File: src/rtl/tlv5618_rx.sv
// ---------------------------------------------------------------------------
// tlv5618_rx
//
// Receiver for the TLV5618 3-wire DAC serial interface. It synchronises
// cs_n/sclk/din into clk, shifts in 16 bits MSB first on sclk falling edges,
// and on every cs_n rising edge either applies the word to the DAC register
// model or flags a framing error.
//
// state     | meaning
// ----------+--------------------------------------------------------------
// WAIT_HIGH | after reset; wait for cs_n high so a frame in flight is dropped
// IDLE      | between frames; a cs_n fall starts a new frame
// SHIFT     | collecting bits on sclk falls; a cs_n rise ends the frame
// COMMIT    | one cycle: apply a good 16-bit word or pulse frame_err
//
// Ports
//   clk        in   system clock
//   rst_n      in   asynchronous active-low reset
//   DAC_cs_n   in   frame select, active low (async to clk)
//   DAC_sclk   in   serial clock (async to clk)
//   DAC_din    in   serial data, MSB first
//   rx_word    out  last correctly framed word
//   word_valid out  one-cycle pulse when rx_word updates
//   frame_err  out  one-cycle pulse on a mis-framed cs_n rise
//   dac_a      out  DAC A output latch
//   dac_b      out  DAC B output latch
//   dac_buf    out  double-buffer latch
//   fast_mode  out  SPD bit of the last valid word
//   power_down out  PWR bit of the last valid word
// ---------------------------------------------------------------------------
module tlv5618_rx #(
    parameter int SYNC_STAGES = 2
) (
    input  logic        clk,
    input  logic        rst_n,
    input  logic        DAC_cs_n,
    input  logic        DAC_sclk,
    input  logic        DAC_din,
    output logic [15:0] rx_word,
    output logic        word_valid,
    output logic        frame_err,
    output logic [11:0] dac_a,
    output logic [11:0] dac_b,
    output logic [11:0] dac_buf,
    output logic        fast_mode,
    output logic        power_down
);

    typedef enum logic [1:0] {
        WAIT_HIGH = 2'd0,
        IDLE      = 2'd1,
        SHIFT     = 2'd2,
        COMMIT    = 2'd3
    } state_t;

    state_t state;

    logic [SYNC_STAGES-1:0] cs_sync;
    logic [SYNC_STAGES-1:0] sclk_sync;
    logic [SYNC_STAGES-1:0] din_sync;
    logic                   cs_hist;
    logic                   sclk_hist;

    logic [15:0] shreg;
    logic [4:0]  bit_cnt;

    logic cs_s;
    logic sclk_s;
    logic din_s;
    logic cs_fall;
    logic cs_rise;
    logic sclk_fall;

    // Synchroniser chains reset to 0. A low cs_n reset value keeps WAIT_HIGH
    // from seeing a false "high" while the chain refills after reset.
    always_ff @(posedge clk or negedge rst_n) begin
        if (!rst_n) begin
            cs_sync   <= '0;
            sclk_sync <= '0;
            din_sync  <= '0;
            cs_hist   <= 1'b0;
            sclk_hist <= 1'b0;
        end else begin
            cs_sync   <= {cs_sync[SYNC_STAGES-2:0], DAC_cs_n};
            sclk_sync <= {sclk_sync[SYNC_STAGES-2:0], DAC_sclk};
            din_sync  <= {din_sync[SYNC_STAGES-2:0], DAC_din};
            cs_hist   <= cs_sync[SYNC_STAGES-1];
            sclk_hist <= sclk_sync[SYNC_STAGES-1];
        end
    end

    assign cs_s      = cs_sync[SYNC_STAGES-1];
    assign sclk_s    = sclk_sync[SYNC_STAGES-1];
    assign din_s     = din_sync[SYNC_STAGES-1];
    assign cs_fall   = cs_hist & ~cs_s;
    assign cs_rise   = ~cs_hist & cs_s;
    assign sclk_fall = sclk_hist & ~sclk_s;

    always_ff @(posedge clk or negedge rst_n) begin
        if (!rst_n) begin
            state      <= WAIT_HIGH;
            shreg      <= '0;
            bit_cnt    <= '0;
            rx_word    <= '0;
            word_valid <= 1'b0;
            frame_err  <= 1'b0;
            dac_a      <= '0;
            dac_b      <= '0;
            dac_buf    <= '0;
            fast_mode  <= 1'b0;
            power_down <= 1'b0;
        end else begin
            word_valid <= 1'b0;
            frame_err  <= 1'b0;
            case (state)
                WAIT_HIGH: begin
                    if (cs_s) begin
                        state <= IDLE;
                    end
                end
                IDLE: begin
                    if (cs_fall) begin
                        shreg   <= '0;
                        bit_cnt <= '0;
                        state   <= SHIFT;
                    end
                end
                SHIFT: begin
                    // cs_n rise wins over a coincident sclk fall.
                    if (cs_rise) begin
                        state <= COMMIT;
                    end else if (sclk_fall) begin
                        shreg <= {shreg[14:0], din_s};
                        // Saturate at 17 so any over-long frame stays invalid.
                        if (bit_cnt != 5'd17) begin
                            bit_cnt <= bit_cnt + 5'd1;
                        end
                    end
                end
                COMMIT: begin
                    if (bit_cnt == 5'd16) begin
                        rx_word    <= shreg;
                        fast_mode  <= shreg[14];
                        power_down <= shreg[13];
                        word_valid <= 1'b1;
                        case ({shreg[15], shreg[12]})
                            2'b00: begin
                                dac_b   <= shreg[11:0];
                                dac_buf <= shreg[11:0];
                            end
                            2'b01: begin
                                dac_buf <= shreg[11:0];
                            end
                            2'b10: begin
                                dac_a <= shreg[11:0];
                                dac_b <= dac_buf;
                            end
                            default: begin
                            end
                        endcase
                    end else begin
                        frame_err <= 1'b1;
                    end
                    state <= IDLE;
                end
                default: state <= WAIT_HIGH;
            endcase
        end
    end

endmodule

File: config.mk
export PLATFORM = sky130hd
export DESIGN_NAME = tlv5618_rx
export DESIGN_NICKNAME = d
export VERILOG_FILES = /design/src/rtl/tlv5618_rx.sv
export SDC_FILE = /design/constraint.sdc
export NUM_CORES = 1
export LEC_CHECK = 0
export BUFFER_PORTS_ARGS = -buffer_cell sky130_fd_sc_hd__buf_2
export CAP_MARGIN = 20
export CORE_UTILIZATION = 50
export DETAILED_ROUTE_END_ITERATION = 8
export PLACE_DENSITY = 0.79
export SLEW_MARGIN = 20
export SYNTH_ARGS = -nofsm -noshare
export SYNTH_HDL_FRONTEND = slang
export SYNTH_SLANG_ARGS = --single-unit
export TNS_END_PERCENT = 10
File: constraint.sdc
create_clock -name clk -period 2.3 [get_ports clk]
set_input_delay 0.46 -clock clk [delete_from_list [all_inputs] [get_ports clk]]
set_output_delay 0.46 -clock clk [all_outputs]
set_load 0.1 [all_outputs]
Yosys cells after proc, flatten, opt, wreduce, memory -nomap -nowiden. Cells that the tools add are included. W data, S select, Z words.

Register bits after elaboration: 87. Bits of input ports: 5. Output and inout bits: 56.

Add/sub/neg operators: 1. Equality and inequality tests: 13. Mux-type cells: 18. Bitwise operators: 6. Reduce and logical (&&, ||, !) cells: 12.

Operators by type and width (count): $mux W16 (3); $pmux W16 S2 (1); $pmux W12 S2 (1); $mux W5 (4); $ne A2 B2 Y1 const B (6); $reduce_and A3 Y1 (4); $pmux W5 S2 (1); $pmux W2 S4 (1); $eq A2 B2 Y1 const B (3); $mux W2 (3); $add A5 B1 Y5 const B (1); $eq A5 B5 Y1 const B (1); $ne A5 B5 Y1 const B (1); $reduce_and A5 Y1 (1); $eq A2 B1 Y1 const B (2); $logic_not A2 Y1 (2); $mux W1 (4); $reduce_and A4 Y1 (1); $reduce_bool A2 Y1 (2); $and A1 B1 Y1 (3); $not A1 Y1 (3); $reduce_and A2 Y1 (1); $reduce_or A2 Y1 (1).

Logic depth before layout (Yosys ltp). Gate-level depths: netlist (run 1).

Depth in word-level cells: 5. Mapped depth: 8. Depth with buffers taken out: 7.

Least setup slack after synthesis (run 1). OpenSTA, ideal clock, no wires.

Kind: reg-to-reg. From: reg state[0]. To: reg bit_cnt[4]. Arrival: 1.730 ns. Data required time: 2.212 ns. Path slack: 0.482 ns. Stages on the path, launching flop included: 9. Buffers on the path: 2. Path through: dfrtp_1 inv_1 ha_1 buf_6 a21oi_2 o221ai_2 buf_6 or4_1 o211ai_1.

Word-level cells in the longest chain between the ends: 3. Elaborated cells on any way between the ends: 9. Classes of those cells: 6 x eq/ne; 1 x mux; 2 x reduce/logical.

RTL lines: start: declaration (RTL line 56) `state_t state;`; start signal: assignment (RTL line 101) `state <= WAIT_HIGH;`; start signal: assignment (RTL line 118) `state <= IDLE;`; start signal: assignment (RTL line 125) `state <= SHIFT;`; $eq A2 B2 Y1 / $eq A2 B1 Y1 (equally long branches) (RTL line 115) `case (state)`; $ne A2 B2 Y1 (no source line) / $reduce_bool A2 Y1 (equally long branches); $reduce_and A5 Y1 (no source line); end signal: assignment (RTL line 136) `bit_cnt <= bit_cnt + 5'd1;`; end: declaration (RTL line 65) `logic [4:0] bit_cnt;`.

Parallel ways exist; a longest one is shown, timed or not. A chain may end at the register's enable or synchronous reset.

Final worst setup path (run 1).
From: reg state[0]. To: reg bit_cnt[2].

Same word-level chain as after synthesis.

==> reports/results.txt, run 1 <==
Drt first-iter violations = 96
Worst-margin pin slew = 0.538 ns
Hold Path Class = input port to asynchronous set/reset pin
I/O pin total = 61
First-pass GRT wire length = 10.9 mm
DRT Pass-1 Iters = 4
Post-synth top area cell = dfrtp_1
DR vias/cell = 5.31
Period minus WS final = 2.05 ns
Row count = 30
Most common cell in the netlist = dfrtp_1
Total Neg Setup Slack = 0 ns
Final ANT Viol Nets = 0
Count of cell types in the netlist = 35
Nets = 352
Final hold viol count = 0
Mapped cell area = 3480 um2
Final Cycle Share = 0.890
Commonest cells post-synth = dfrtp_1, nand2_1, mux2_2
Top cells by area, synth = dfrtp_1, mux2_2, nand2_1
RSZ-0062 raised after global routing = false
IO Port Bufs = 60
Slew Limit Fails = 0
Die X = 85.4 um
DIE AREA = 7290 um2
Critical Path Fanout Max = 11
Post-synthesis sequential area ratio = 0.612
Synth warn = 0
Final Skew = 0.00774 ns
GR Overflow Total = 0
Bufs on Longest Clock Path = 2
Maxcap violations = 0
Fraction of layout cells with a size suffix above 1 = 0.341
Clock-pin slew on the worst setup and hold paths = 0.08 ns
Total GRT Usage = 0.198
Top cell type's share of synthesized area = 0.612
Dpl cells = 407
Syn_area_per_cell = 12.7 um2
Peak VDD IR = 0.000465 V
Die H = 85.4 um
Setup crit start kind = flip-flop
Crit end category = flip-flop
WP data arrival = 2.29 ns
Asr flop ratio synth = 1.00
Post-Syn Nets = 288
Fmax = 489 MHz
P per Cell Area = 803 nW/um2
Initial Util = 0.514
H-tree depth = 3
Finished Layout Cells = 423
Final setup vio count = 0
Filler cells = 549
Max_slew headroom = 0.639
Routed WL per cell = 15.4 um
TritonCTS clock tree = done
Mapped Cells = 274
FF+latch count, synth = 85
CTS Root Cell = clkbuf_8
Pin count of the biggest net entering global routing = 36
Post-CTS Setup Bufs = 0
Post-synth EDFFs = 0
Leak = 2.21 nW
TritonCTS buffer count = 9
Vias in the first global route = 2198
Final Wtd Congestion = 0.773
Core box area = 6760 um2
Hpwl dp = 4.47 mm
WL final = 6.52 mm
Worst setup path category = flip-flop to flip-flop
Initial antenna violation count = 0
CTS Sinks = 85
Via count = 2248
Clock latency on the worst-skew pair = 0.35 ns
Post-synthesis to final-layout area growth = 16.6%
Prevailing post-synth register cell = dfrtp_1
Post-route DRC = 0
# diodes = 0
WP data required = 2.55 ns
Status = complete, no violations
[worst max-delay path, cell delays in order, from the launching register on]
cell and delay, ns:
dfrtp_1 0.42, inv_1 0.13, ha_1 0.38, a21oi_2 0.12
o221ai_2 0.44, a31oi_2 0.16, a41o_1 0.28
[layout make-up]
| type | instances | area (um2) | share of cell area |
|---|---|---|---|
| clock buffer | 11 | 131 | 0.0324 |
| inverter | 10 | 42.5 | 0.0105 |
| sequential | 85 | 2130 | 0.525 |
| multi-input combinational | 165 | 1220 | 0.301 |
| timing repair buffer | 67 | 355 | 0.0877 |
| tap | 80 | 100 | 0.0247 |
| clock inverter | 5 | 75.1 | 0.0185 |
[stage by stage]
step | hold WS (ns) | utilization | instance area (um2) | setup slack (ns) | power [mW]
6_report | 0.0396 | 0.600 | 4050 | 0.254 | 3.25
5_1_grt | 0.0570 | 0.600 | 4050 | 0.0662 | 3.41
4_1_cts | 0.0403 | 0.599 | 4050 | 0.141 | 3.28
3_5_place_dp | 0.335 | 0.568 | 3840 | 0.164 | 2.17
3_3_place_gp | 0.334 | 0.568 | 3840 | 0.270 | 2.14
2_1_floorplan | 0.164 | - | 3480 | 0.482 | 2.05
[power by group]
group | switching (mW) | total, mW | leakage, nW | internal (mW)
sequential | 0.0556 | 1.61 | 1.16 | 1.55
clock | 0.503 | 1.11 | 0.107 | 0.607
combinational | 0.355 | 0.537 | 0.945 | 0.182
[path summary, 6_finish.rpt]
path                                      start                endpoint  cells after the start  slack (ns)
max                        state[0]$_DFFE_PN0P_  bit_cnt[2]$_DFFE_PN0P_                      6        0.25
min                                       rst_n    dac_b[2]$_DFFE_PN0P_                      1        0.04
max reg2reg                state[0]$_DFFE_PN0P_  bit_cnt[2]$_DFFE_PN0P_                      6        0.25
min reg2reg                cs_sync[0]$_DFF_PN0_    cs_sync[1]$_DFF_PN0_                      0        0.35
max in group asynchronous                 rst_n    shreg[7]$_DFFE_PN0P_                      2        1.64
min in group clk                       DAC_sclk  sclk_sync[0]$_DFF_PN0_                      1        0.21
[flip-flops by register name (all words and copies together) (netlist names), 2 cells and up]
signal	cells
dac_a	12
sclk_sync	2
state	2
dac_b	12
dac_buf	12
cs_sync	2
din_sync	2
rx_word	16
shreg	16
bit_cnt	5
[per-layer routing]
metal,wire [um],global-route usage
met5,0,0
met4,102,0.0667
met3,334,0.0564
met2,3080,0.307
met1,3010,0.272
[placed cells by master, fill, tap and decap left out, drive strengths merged, types with 4 or more instances in the layout]
master	n
ha	9
inv	9
mux2i	15
clkinv	4
o21ai	12
dfrtp	85
mux2	27
a22o	16
nor2b	4
nand2	59
clkbuf	11
buf	67
[cell families (layout without fill, tap and decap cells)]
family                   after synthesis  count (layout)  synth area share
flip-flops                            85              85             0.612
AND/OR/NAND/NOR                       75              75            0.0986
multiplexers                          42              42             0.132
AO/OA/AOI/OAI                         39              39            0.0857
buffers and inverters                 24              93            0.0396
adder cells (fa/ha/maj)                9               9            0.0324
[what timing repair did]
item	CTS	global route
setup endpoints to repair	0	4
resized for setup	0	1
hold buffers	0	0
(Power assumes the default switching activity.)
==> run 2: changes to the inputs <==
- PLACE_DENSITY: 0.79 -> unset
- PLACE_DENSITY_LB_ADDON: unset -> 0.3
==> reports/results.txt, run 2 (same netlist as run 1, synthesis figures left out) <==
Via count = 2217
Reg2reg start = state[0]$_DFFE_PN0P_
Dpl cells = 405
Worst-margin pin slew = 0.505 ns
Pin count of the biggest net entering global routing = 53
Initial Util = 0.514
WL final = 6.48 mm
Final worst slack = 0.268 ns
WP data arrival = 2.27 ns
Critical Path Fanout Max = 10
I/O pin total = 61
Final hold viol count = 0
P per Cell Area = 765 nW/um2
Worst setup path category = flip-flop to flip-flop
# diodes = 0
Finished Layout Cells = 420
Slew Limit Fails = 0
Fmax = 492 MHz
Total Neg Setup Slack = 0 ns
Reg power frac = 0.522
Bufs on Longest Clock Path = 2
Final Cycle Share = 0.884
TritonCTS buffer count = 9
Net Sw Frac = 0.308
Post-route DRC = 0
R2R depth = 6
CTS Sinks = 85
Post-synthesis to final-layout area growth = 15.4%
Routed WL per cell = 15.4 um
H-tree depth = 3
IO Port Bufs = 60
Layout Utilization = 0.594
GR Overflow Total = 0
Total GRT Usage = 0.195
Maxcap violations = 0
Final Skew = 0.0153 ns
Final Wtd Congestion = 0.738
R2R Setup Slk = 0.27 ns
Hpwl dp = 4.43 mm
Most frequent cells in the layout = dfrtp_1, buf_2, nand2_1
Clock-pin slew on the worst setup and hold paths = 0.09 ns
Clock latency on the worst-skew pair = 0.36 ns
Drt first-iter violations = 76
DIE AREA = 7290 um2
Sw Pwr = 0.945 mW
Period minus WS final = 2.03 ns
CTS Root Cell = clkbuf_8
Clock power frac = 0.305
Comb pwr share = 0.173
DP Worst Slack = 0.190 ns
WP data required = 2.54 ns
Fraction of layout cells with a size suffix above 1 = 0.341
Hold Path Class = input port to asynchronous set/reset pin
Row count = 30
Die X = 85.4 um
Setup crit start kind = flip-flop
WHS = 0.0443 ns
Final ANT Viol Nets = 0
TritonCTS clock tree = done
DRT Pass-1 Iters = 4
Vias in the first global route = 2147
Die H = 85.4 um
Leak = 2.18 nW
R2R Path End = bit_cnt[3]$_DFFE_PN0P_
Status = complete, no violations
Core box area = 6760 um2
Initial antenna violation count = 0
Top Registers = rx_word x16, shreg x16
RSZ-0062 raised after global routing = false
Crit end category = flip-flop
Final setup vio count = 0
Commonest non-fill, non-tap cell in the layout = dfrtp_1
DR vias/cell = 5.28
Internal Power = 2.13 mW
Peak VDD IR = 0.000414 V
Nets = 350
Hold buffers post-CTS = 0
First-pass GRT wire length = 10.8 mm
Max_slew headroom = 0.663
[run 2: how the worst max path moves through the flow]
| stage | from | slack, ns | end |
|---|---|---|---|
| floorplan | state[0]$_DFFE_PN0P_ | 0.48 | bit_cnt[4]$_DFFE_PN0P_ |
| global placement | state[0]$_DFFE_PN0P_ | 0.33 | bit_cnt[3]$_DFFE_PN0P_ |
| detailed placement | state[0]$_DFFE_PN0P_ | 0.19 | bit_cnt[1]$_DFFE_PN0P_ |
| CTS | state[0]$_DFFE_PN0P_ | 0.17 | bit_cnt[1]$_DFFE_PN0P_ |
| global route | state[0]$_DFFE_PN0P_ | 0.07 | bit_cnt[1]$_DFFE_PN0P_ |
| finish | state[0]$_DFFE_PN0P_ | 0.27 | bit_cnt[3]$_DFFE_PN0P_ |
[run 2: layout make-up]
class                      instances  area [um2]
multi-input combinational        165        1220
inverter                          10        42.5
timing repair buffer              65         353
tap                               80         100
clock buffer                       9         124
sequential                        85        2130
clock inverter                     6        46.3
fill                             562        2740
[run 2: per-stage QoR]
| step | total power [mW] | cell area [um2] |
|---|---|---|
| after floorplan | 2.05 | 3480 |
| after global placement | 2.14 | 3840 |
| after detailed placement | 2.16 | 3840 |
| after CTS | 3.09 | 4010 |
| after global routing | 3.24 | 4010 |
| final | 3.07 | 4010 |
[run 2: critical path: stages (launching register included)]
cell      delay [ns]
dfrtp_1         0.42
inv_1           0.13
ha_1            0.37
a21oi_2         0.11
o221ai_2        0.42
a31oi_2         0.16
a32o_1          0.29
[run 2: timing repair]
action / 4_1_cts / 5_1_grt
resized for setup: 0 / 1
setup buffers: 0 / 0
setup endpoints to repair: 0 / 2
[run 2: power groups by stage]
stage	registers, mW	clock network, mW	logic [mW]
floorplan	1.68	0	0.369
global placement	1.63	0	0.510
detailed placement	1.63	0	0.529
CTS	1.60	0.955	0.530
global route	1.61	1.02	0.601
finish	1.60	0.935	0.532
[run 2: metal layers]
metal | global-route usage | vias to the layer above | share of wire
met5 | 0 | - | 0
met4 | 0.0864 | 0 | 0.020
met3 | 0.0389 | 10 | 0.040
met2 | 0.293 | 54 | 0.46
met1 | 0.277 | 1094 | 0.48
li1 | - | 1059 | -
